`config.mk`:
```
export PLATFORM = sky130hd
export DESIGN_NAME = pipe_hazard_ctrl
export DESIGN_NICKNAME = d
export VERILOG_FILES = /design/src/rtl/pipe_hazard_ctrl.sv
export SDC_FILE = /design/constraint.sdc
export NUM_CORES = 1
export LEC_CHECK = 0
export CAP_MARGIN = 30
export CORE_UTILIZATION = 36
export CTS_BUF_LIST = sky130_fd_sc_hd__clkbuf_16
export CTS_CLUSTER_DIAMETER = 40
export DETAILED_ROUTE_END_ITERATION = 6
export GPL_TIMING_DRIVEN = 0
export PLACE_DENSITY_LB_ADDON = 0.08
export SLEW_MARGIN = 5
export SYNTH_ARGS = -nofsm -noshare
export SYNTH_HDL_FRONTEND = slang
export SYNTH_SLANG_ARGS = --single-unit
```
`constraint.sdc`:
```
create_clock -name clk -period 3.7 [get_ports clk]
set_clock_uncertainty 0.1 [all_clocks]
set_input_delay 0.37 -clock clk [delete_from_list [all_inputs] [get_ports clk]]
set_output_delay 0.37 -clock clk [all_outputs]
set_load 0.005 [all_outputs]
```
`src/rtl/pipe_hazard_ctrl.sv`:
```
// pipe_hazard_ctrl: central stall/flush controller for the 5-stage pipeline.
// Handles load-use bubbles, taken-branch squashes, multi-cycle multiply
// sequencing and data-memory wait freezes.
// Optional macro HAZ_PERF_CNT_EN adds a 32-bit count of PC-stall cycles on
// stall_cycles; without it the port is tied to zero.
module pipe_hazard_ctrl #(
  parameter int MUL_LAT = 4,
  parameter int CNT_W   = 4
) (
  input  logic        clk,
  input  logic        rst,
  input  logic [4:0]  id_rs1,
  input  logic [4:0]  id_rs2,
  input  logic        id_uses_rs1,
  input  logic        id_uses_rs2,
  input  logic [4:0]  ex_rd,
  input  logic        ex_mem_read,
  input  logic        ex_mul,
  input  logic        branch_taken,
  input  logic        mem_wait,
  output logic        pc_stall,
  output logic        ifid_stall,
  output logic        ifid_flush,
  output logic        idex_stall,
  output logic        idex_flush,
  output logic        exmem_stall,
  output logic        exmem_flush,
  output logic        mul_busy,
  output logic [31:0] stall_cycles
);

  typedef enum logic [1:0] {
    RUN      = 2'd0,
    MUL_WAIT = 2'd1,
    MUL_REL  = 2'd2
  } state_t;

  localparam bit MUL_MULTI = (MUL_LAT > 1);
  localparam bit MUL_LONG  = (MUL_LAT > 2);
  localparam logic [CNT_W-1:0] CNT_INIT = CNT_W'((MUL_LAT > 1) ? (MUL_LAT - 2) : 0);

  state_t           state, state_next;
  logic [CNT_W-1:0] cnt, cnt_next;
  logic             load_use;

  assign load_use = ex_mem_read && (ex_rd != 5'd0) &&
                    ((id_uses_rs1 && (id_rs1 == ex_rd)) ||
                     (id_uses_rs2 && (id_rs2 == ex_rd)));

  // State and multiply countdown register.
  always_ff @(posedge clk or posedge rst) begin
    if (rst) begin
      state <= RUN;
      cnt   <= '0;
    end else begin
      state <= state_next;
      cnt   <= cnt_next;
    end
  end

  // Next-state and stall/flush decode; mem_wait freezes everything first.
  always_comb begin
    state_next  = state;
    cnt_next    = cnt;
    pc_stall    = 1'b0;
    ifid_stall  = 1'b0;
    ifid_flush  = 1'b0;
    idex_stall  = 1'b0;
    idex_flush  = 1'b0;
    exmem_stall = 1'b0;
    exmem_flush = 1'b0;
    mul_busy    = 1'b0;
    if (!rst) begin
      if (mem_wait) begin
        pc_stall    = 1'b1;
        ifid_stall  = 1'b1;
        idex_stall  = 1'b1;
        exmem_stall = 1'b1;
        mul_busy    = (state == MUL_WAIT);
      end else begin
        unique case (state)
          RUN: begin
            if (branch_taken) begin
              ifid_flush = 1'b1;
              idex_flush = 1'b1;
            end else if (ex_mul && MUL_MULTI) begin
              pc_stall    = 1'b1;
              ifid_stall  = 1'b1;
              idex_stall  = 1'b1;
              exmem_flush = 1'b1;
              mul_busy    = 1'b1;
              cnt_next    = CNT_INIT;
              state_next  = MUL_LONG ? MUL_WAIT : MUL_REL;
            end else if (load_use) begin
              pc_stall   = 1'b1;
              ifid_stall = 1'b1;
              idex_flush = 1'b1;
            end
          end
          MUL_WAIT: begin
            pc_stall    = 1'b1;
            ifid_stall  = 1'b1;
            idex_stall  = 1'b1;
            exmem_flush = 1'b1;
            mul_busy    = 1'b1;
            if (cnt == CNT_W'(1)) begin
              state_next = MUL_REL;
            end else begin
              cnt_next = cnt - CNT_W'(1);
            end
          end
          MUL_REL: begin
            if (branch_taken) begin
              ifid_flush = 1'b1;
              idex_flush = 1'b1;
            end
            state_next = RUN;
          end
          default: begin
            state_next = RUN;
          end
        endcase
      end
    end
  end

`ifdef HAZ_PERF_CNT_EN
  logic [31:0] perf_cnt;

  // Count every cycle the PC is held; wraps naturally at 32 bits.
  always_ff @(posedge clk or posedge rst) begin
    if (rst) begin
      perf_cnt <= '0;
    end else if (pc_stall) begin
      perf_cnt <= perf_cnt + 32'd1;
    end
  end

  assign stall_cycles = perf_cnt;
`else
  assign stall_cycles = '0;
`endif

endmodule

```
==> results of run 1 <==
-- area by class of cell --
cell class	instances	area, sq um
timing repair buffer	30	300
clock buffer	3	75.1
buffer	34	253
inverter	6	22.5
tap	27	33.8
fill	191	707
sequential	6	150
multi-input combinational	83	500
-- worst max-delay path, stage by stage --
cell	delay, ps
clkdlybuf4s50_1	490
or2_1	280
nor2_2	120
or4b_1	440
o21bai_1	140
clkdlybuf4s50_1	540
-- path summary, 6_finish.rpt --
| check | end | slack, ps |
|---|---|---|
| worst max-delay path | idex_flush | 850 |
| worst min-delay path | cnt[0] | 420 |
| worst max register to register | cnt[3] | 2090 |
| worst min register to register | cnt[3] | 440 |
| max in group asynchronous | state[0] | 2870 |
| min in group clk | cnt[3] | 440 |
-- logic make-up after synthesis --
kind of cell,synth area share (%)
AO/OA/AOI/OAI,14.8
flip-flops,18.5
other,0.463
buffers and inverters,34.0
AND/OR/NAND/NOR,18.2
adder cells (fa/ha/maj),3.09
XOR/XNOR,10.8
-- routing by layer --
layer	vias up	part of all wire [%]
met3	4	8.6
li1	399	-
met5	-	0
met2	44	50
met1	340	40
met4	0	1.3
-- power by group --
group / total, W / switching, W / internal [W]
registers: 0.000103 / 0.0000148 / 0.0000877
clock network: 0.000175 / 0.0000364 / 0.000139
logic: 0.000172 / 0.0000731 / 0.0000991
-- cell usage in the layout, fill, tap and decap left out, types with 2 or more instances in the layout --
master and instances:
or3_1 3, inv_1 6, nor2_1 5, nor4_1 2
ha_1 2, a21oi_1 2, xor2_1 8, o21ai_0 3
o22ai_1 2, buf_4 33, clkbuf_16 3, clkdlybuf4s50_1 30
conb_1 32, dfrtp_1 6, xnor2_1 2
-- registers in the layout (all words and copies together), names as in the netlist --
| register | count |
|---|---|
| cnt | 4 |
| state | 2 |
-- through the flow --
step           cells  hold slack [ps]  worst slack [ps]  total power [W]
2_1_floorplan    129             69.2              1870         0.000210
3_3_place_gp     186              428               868         0.000266
3_5_place_dp     186              439               858         0.000271
4_1_cts          189              430               856         0.000452
5_1_grt          189              459               777         0.000480
6_report         189              419               847         0.000450
==> metrics.yaml, run 1 <==
detailed_routing:
  drc: 0
  first_iter_violations: 11
  dr_total_vias: 787
  vias_per_cell: 4.16
  drt.antenna.violating_nets: 0
  wire_per_inst_um: 9.94
  wirelength_mm: 1.88
  drtPass1Iterations: 5
global_routing:
  grt_pass1_wl_mm: 2.93
  antenna_found_initial: 0
  use_met1_pct: 15.8
  use_met2_pct: 29.9
  met3_usage_pct: 5.61
  grt_pass1_vias: 689
  busiest_layer: "met2"
  gr-usage-all-layers_pct: 16.1
  grt_overflow: 0
  grt_max_degree: 11
cts:
  clock-sinks: 6
  ctsRootBufferMaster: "clkbuf_16"
  post-cts-setup-buffers: 0
  cts_hold_buf: 0
  cts-resized-gates: 0
  insertion_delay_ps: 230
  cts_inserted_buffers: 3
  ctsHtreeMaxLevel: 1
  cts_tree: "built"
  clock_path_buffers: 2
  cts.clk_slew.worst_paths_ps: 30
place:
  numPortBuffers: 30
  dp_hpwl_mm: 1.59
  place_area_sq_um: 1260
  gp_congestion: 0.756
synth:
  synth_top_flop_cell: "dfrtp_1"
  synth-edff-count: 0
  synth_most_common_cell: "buf_4"
  synth_top_area_share_pct: 30.6
  ys_types: 36
  yosysSeqAreaShare_pct: 18.5
  synthTopCellsByArea: "buf_4 31%, dfrtp_1 19%, xor2_1 8.7%"
  async_flop_share_pct: 100
  netlist_area_sq_um: 810
  synth-seq-cells: 6
  synth_cells: 98
  synth_commonest_cells: "33 x buf_4, 8 x xor2_1, 6 x dfrtp_1, 6 x inv_1, 5 x nor2_1"
  synth_top_cell_by_area: "buf_4"
  yosys_warnings: 0
  avgSynthCellArea_sq_um: 8.26
timing:
  finalHoldViolCount: 0
  min_period_over_period_pct: 77.1
  setup_viol: 0
  rsz0062_at_grt: "false"
  maxSlewViolCount: 0
  max_freq_mhz: 350
  period_needed_ps: 2850
  setup-tns-final_ps: 0
critical_path:
  rr_worst_depth: 6
  worstSetupStartpoint: "rst"
  crit_arrival_ps: 2380
  start_kind: "input port"
  path_max_fanout: 6
  critPathKind: "in -> out"
  critical_path_required_ps: 3230
  r2r-start: "cnt[1]"
  critPathCaptureType: "output port"
die:
  coreArea_sq_um: 2040
  initial_core_util_pct: 39.6
  io_pins: 63
  chipHeight_um: 49.4
  die-width_um: 49.4
  die_area_sq_um: 2440
  num_rows: 16
flow_run:
  drv_cap: 0
final_layout:
  drive_above_1_share_pct: 27.2
  design_area_sq_um: 1340
  antennaDiodeCount: 0
  nNetsFinal: 189
  syn_to_final_growth_pct: 64.9
  utilization_pct: 65.4
hold_path:
  hold_path.class: "in -> async"
power:
  max-vdd-ir-drop_mv: 0.257
  pwr_density_cell_nw_per_um2: 337
  leakagePower_nw: 0.674
outcome:
  outcome: "complete, no violations"
Note: power is estimated with default switching activity, not from simulation.
==> run 2: changes to the inputs <==
- CORE_UTILIZATION: 36 -> 33
- clock period: 3.7 -> 2.7 ns (I/O delays scaled with it)
==> metrics.yaml, run 2 (synthesized netlist as in run 1, its figures left out) <==
outcome:
  outcome: "finished, violations left"
  violations: "hold timing"
detailed_routing:
  drc: 0  # unchanged
  dr_total_vias: 770  # -2.2%
  vias_per_cell: 4.05  # -2.7%
  wire_per_inst_um: 9.52  # -4.2%
  drtPass1Iterations: 4  # -1
  wirelength_mm: 1.81  # -3.7%
  drt.antenna.violating_nets: 0  # unchanged
  first_iter_violations: 7  # -4
final_layout:
  utilization_pct: 60.0  # -5.3 points
  largest_register: "cnt"
  final-instance-count-excl-fill: 190  # +0.53%
  layout_common_cells: "33 x buf_4, 32 x conb_1, 28 x clkdlybuf4s50_1"
  largest_reg_flops: 4  # unchanged
  design_area_sq_um: 1350  # +1.4%
  final_common_cell: "buf_4"
  largestRegisters: "cnt (4), state (2)"
  nNetsFinal: 189  # unchanged
  drive_above_1_share_pct: 28.4  # +1.2 points
  antennaDiodeCount: 0  # unchanged
  syn_to_final_growth_pct: 67.2
power:
  leakagePower_nw: 0.702  # +4.1%
  max-vdd-ir-drop_mv: 0.642  # +150%
  pwr_density_cell_nw_per_um2: 456  # +35%
die:
  die-width_um: 51.5  # +4.3%
  initial_core_util_pct: 35.9  # -3.7 points
  chipHeight_um: 51.5  # +4.3%
  coreArea_sq_um: 2250  # +10%
  num_rows: 17  # +1
  io_pins: 63  # unchanged
  die_area_sq_um: 2660  # +8.7%
place:
  gp_congestion: 0.659  # -13%
  post-place-ws_ps: -41.4  # -899 ps
  placed_cells: 187  # +0.54%
  numPortBuffers: 30  # unchanged
  dp_hpwl_mm: 1.57  # -0.83%
  place_area_sq_um: 1260  # about the same
cts:
  ctsHtreeMaxLevel: 1  # unchanged
  cts_inserted_buffers: 3  # unchanged
  cts.clk_slew.worst_paths_ps: 30  # about the same
  ctsRootBufferMaster: "clkbuf_16"
  clock-sinks: 6  # unchanged
  cts_tree: "built"
  clock_path_buffers: 2  # unchanged
  insertion_delay_ps: 230  # about the same
  post-cts-setup-buffers: 0  # unchanged
timing:
  rsz0062_at_grt: "false"
  period_needed_ps: 2610
  maxSlewViolCount: 0  # unchanged
  min_period_over_period_pct: 96.7
  hold-worst-slack_ps: -23.3  # -442 ps
  max_freq_mhz: 383
  setup-tns-final_ps: 0  # unchanged
  setup_ws_ps: 90.1  # -757 ps
  finalHoldViolCount: 6  # +6
  setup_viol: 0  # unchanged
critical_path:
  cp_num_buf_inv: 3  # +1
  critical-path-top-delay-family: "buffers and inverters"
  crit_path_cell_trace: "clkdlybuf4s50_1 -> xor2_1 -> nor4_2 -> a32oi_1 -> o22ai_2 -> buf_4 -> clkdlybuf4s50_1"
  path_max_fanout: 3  # -3
  critPathKind: "in -> out"
  slowest_stage: "clkdlybuf4s50_1"
  critical_path_required_ps: 2330  # -900 ps
  worstSetupStartpoint: "ex_rd[2]"
  start_kind: "input port"
  slowest_delay_ps: 490  # -50 ps
  r2r-start: "cnt[1]"
  crit_arrival_ps: 2240  # -140 ps
  crit_path_frequent_cell: "clkdlybuf4s50_1"
  critPathCaptureType: "output port"
global_routing:
  gr-usage-all-layers_pct: 14.1  # -2.0 points
  grt_max_degree: 11  # unchanged
  grt_pass1_vias: 688  # -0.15%
  grt_overflow: 0  # unchanged
  grt_pass1_wl_mm: 2.79  # -4.9%
  antenna_found_initial: 0  # unchanged
hold_path:
  hold_path.class: "in -> async"
flow_run:
  drv_cap: 0  # unchanged
## run 2: cell count changes in the layout (fill, tap and decap cells not counted)
cell             before  now
clkdlybuf4s50_1      30   28
nor4_2                0    1
nor4_1                2    1
o22ai_2               0    1
dlymetal6s2s_1        0    2
o22ai_1               2    1
## run 2: worst reg2reg max path, cell delays in order, from the launching register on
cell       delay (ps)
dfrtp_1           350
inv_1              70
ha_1              200
nand4bb_2         110
o2111ai_1         190
or3_1             390
a21oi_1           140
## run 2: layout make-up
cell class                      count  area [sq um]
Fill cell                         221           901
Multi-Input combinational cell     83           513
Timing Repair Buffer               30           305
Buffer                             34           253
Sequential cell                     6           150
Clock buffer                        3          75.1
Tap cell                           28          35.0
Inverter                            6          22.5
## run 2: timing repair
item	in CTS	in global routing
resized for setup	1	3
endpoints found under the setup margin	1	2
pin swaps	0	1
hold buffers	0	0
## run 2: report_power, final
group	leakage [nW]	internal [W]	switching, W
clock network	0.0370	0.000190	0.0000505
logic	0.589	0.000137	0.000101
registers	0.0757	0.000120	0.0000186
total	0.702	0.000447	0.000170
## run 2: path summary, 6_finish.rpt
path                             to  slack (ps)  depth (start not counted)
setup / recovery           pc_stall          90                          7
hold / removal               cnt[2]         -20                          2
setup reg to reg             cnt[3]        1090                          6
hold reg to reg              cnt[3]         450                          2
max in group asynchronous    cnt[0]        2300                          2
min in group clk           state[1]         450                          3
## run 2: layer usage
metal  vias to the layer above  part of all wire (%)  GRT usage, %
met5                         -                     0             0
met4                         0                  0.33          3.60
met3                         2                   9.0          5.56
met2                        37                    50          26.0
met1                       329                    41          14.7
li1                        402                     -             -
## run 2: stage by stage
stage	hold slack, ps	total power, W
floorplan	-30.8	0.000288
global placement	427	0.000365
detailed placement	445	0.000373
CTS	318	0.000618
global route	29.1	0.000664
finish	-23.3	0.000617
==> run 3: changes to the inputs <==
- ABC_AREA: unset -> 1
- CORE_UTILIZATION: 33 -> 35
- PLACE_DENSITY: unset -> 0.8
- PLACE_DENSITY_LB_ADDON: 0.08 -> unset
==> metrics.yaml, run 3 <==
global_routing:
  busiest_layer: "met2"
  grt_pass1_vias: 757  # +10%
  antenna_found_initial: 0  # unchanged
  grt_max_degree: 10  # -1
  use_met2_pct: 23.6  # -2.3 points
  grt_pass1_wl_mm: 2.95  # +5.7%
  met3_usage_pct: 4.06  # -1.5 points
  use_met1_pct: 17.8  # +3.0 points
  grt_overflow: 0  # unchanged
  gr-usage-all-layers_pct: 14.1  # about the same
place:
  gp_congestion: 0.818  # +24%
  placed_cells: 240  # +28%
  place_area_sq_um: 1360  # +7.5%
  numPortBuffers: 30  # unchanged
  dp_hpwl_mm: 1.52  # -3.5%
final_layout:
  design_area_sq_um: 1430  # +5.7%
  drive_above_1_share_pct: 23.0  # -5.4 points
  largest_register: "cnt"
  antennaDiodeCount: 0  # unchanged
  final-instance-count-excl-fill: 243  # +28%
  final_common_cell: "nand2_1"
  layout_common_cells: "42 x nand2_1, 33 x buf_4, 32 x conb_1"
  syn_to_final_growth_pct: 58.7
  largestRegisters: "cnt (4), state (2)"
  fill_cells: 241  # +9.0%
  multi_input_comb_area_sq_um: 514  # +0.24%
  largest_reg_flops: 4  # unchanged
  seq_area_sq_um: 150  # unchanged
  nNetsFinal: 240  # +27%
die:
  io_pins: 63  # unchanged
  die-width_um: 52.8  # +2.4%
  die_area_sq_um: 2780  # +4.9%
  coreArea_sq_um: 2450  # +8.9%
  num_rows: 18  # +1
  initial_core_util_pct: 36.7  # +0.84 points
  chipHeight_um: 52.8  # +2.4%
hold_path:
  hold_path.class: "in -> async"
outcome:
  outcome: "complete, no violations"
critical_path:
  crit_arrival_ps: 1980  # -260 ps
  path_max_fanout: 3  # unchanged
  critical_path_required_ps: 2330  # about the same
  start_kind: "input port"
  critPathKind: "in -> out"
  critPathCaptureType: "output port"
synth:
  avgSynthCellArea_sq_um: 6.05  # -27%
  ys_types: 21  # -42%
  synth_xor_area_share_pct: 0.971  # -9.8 points
  synth-edff-count: 0  # unchanged
  synth_mux_area_share_pct: 0  # unchanged
  synth_compound_area_share_pct: 7.07  # -7.8 points
  synth_most_common_cell: "nand2_1"
  yosys_warnings: 0  # unchanged
  netlist_area_sq_um: 902  # +11%
  synth-seq-cells: 6  # unchanged
  synth_top_family_by_area: "buffers and inverters"
  synth_top_area_share_pct: 27.5  # -3.1 points
  synth_top_flop_cell: "dfrtp_1"
  yosys.area_share.simple_pct: 32.9  # +15 points
  async_flop_share_pct: 100  # unchanged
  yosysSeqAreaShare_pct: 16.6  # -1.9 points
  synth_cells: 149  # +52%
  synth_top_cell_by_area: "buf_4"
  synth_commonest_cells: "42 x nand2_1, 33 x buf_4, 24 x inv_1, 11 x nor2_1"
  synth_adder_area_share_pct: 2.77  # -0.32 points
  synthTopCellsByArea: "buf_4 27%, nand2_1 17%, dfrtp_1 17%"
timing:
  setup_viol: 0  # unchanged
  max_freq_mhz: 425  # +11%
  finalHoldViolCount: 0  # -6
  setup-tns-final_ps: 0  # unchanged
  maxSlewViolCount: 0  # unchanged
  rsz0062_at_grt: "false"
  min_period_over_period_pct: 87.2  # -9.4 points
  period_needed_ps: 2350  # -255 ps
detailed_routing:
  vias_per_cell: 3.82  # -5.7%
  drtPass1Iterations: 4  # unchanged
  wire_per_inst_um: 7.57  # -21%
  dr_total_vias: 929  # +21%
  drt.antenna.violating_nets: 0  # unchanged
  first_iter_violations: 19  # +12
  drc: 0  # unchanged
  wirelength_mm: 1.84  # +1.7%
cts:
  clock-sinks: 6  # unchanged
  ctsHtreeMaxLevel: 1  # unchanged
  insertion_delay_ps: 230  # about the same
  cts.clk_slew.worst_paths_ps: 40  # about the same
  cts_hold_buf: 0  # unchanged
  cts-resized-gates: 0  # -1
  cts_inserted_buffers: 3  # unchanged
  ctsRootBufferMaster: "clkbuf_16"
  post-cts-setup-buffers: 0  # unchanged
  clock_path_buffers: 2  # unchanged
  cts_tree: "built"
power:
  leakagePower_nw: 0.849  # +21%
  max-vdd-ir-drop_mv: 0.747  # +16%
  pwr_density_cell_nw_per_um2: 483  # +6.1%
flow_run:
  drv_cap: 0  # unchanged
-- run 3: layout make-up --
type                       instances  area share [%]
buffer                            33            17.3
clock buffer                       3            5.24
inverter                          28            7.43
multi-input combinational        113            35.9
sequential                         6            10.5
tap                               30            2.62
timing repair buffer              30            21.0
-- run 3: metrics by stage --
| step | util, % | hold slack, ps | total power [W] | worst slack [ps] |
|---|---|---|---|---|
| 2_1_floorplan | - | -33.2 | 0.000354 | 1370 |
| 3_5_place_dp | 55.2 | 379 | 0.000448 | 324 |
| 5_1_grt | 58.3 | 342 | 0.000748 | 217 |
| 3_3_place_gp | 55.2 | 365 | 0.000440 | 348 |
| 4_1_cts | 58.3 | 290 | 0.000692 | 316 |
| 6_report | 58.3 | 277 | 0.000692 | 345 |
-- run 3: where the power goes --
part / switching [W] / internal, W / leakage, nW
Clock: 0.0000516 / 0.000190 / 0.0370
Combinational: 0.000151 / 0.000153 / 0.735
Sequential: 0.0000251 / 0.000121 / 0.0779
-- run 3: layer usage --
metal / up-vias / wire [um]
met2: 41 / 828
met1: 376 / 862
li1: 510 / -
met3: 2 / 143
met5: - / 0
met4: 0 / 5
-- run 3: worst max-delay path, cell delays in order --
cell	delay, ps
clkdlybuf4s50_1	500
inv_1	90
nand2_1	60
nand2_1	50
nor2_1	110
nand3_1	80
nand2_1	90
nand3_1	70
nand2_1	80
buf_4	100
clkdlybuf4s50_1	490
-- run 3: worst paths after layout --
check | from | end | slack [ps] | cells after the start
max in group asynchronous | rst | cnt[1] | 2010 | 2
hold / removal | rst | state[0] | 280 | 2
hold reg to reg | cnt[1] | cnt[1] | 380 | 2
min in group clk | cnt[1] | cnt[1] | 380 | 2
setup reg to reg | cnt[1] | state[0] | 1390 | 5
setup / recovery | ex_rd[3] | pc_stall | 350 | 11
-- run 3: cells by family after synthesis --
| group | after synthesis |
|---|---|
| simple gates | 69 |
| buf+inv | 61 |
| compound gates | 9 |
| flops | 6 |
| fa+ha+maj | 2 |
| xor+xnor | 1 |
| other cells | 1 |
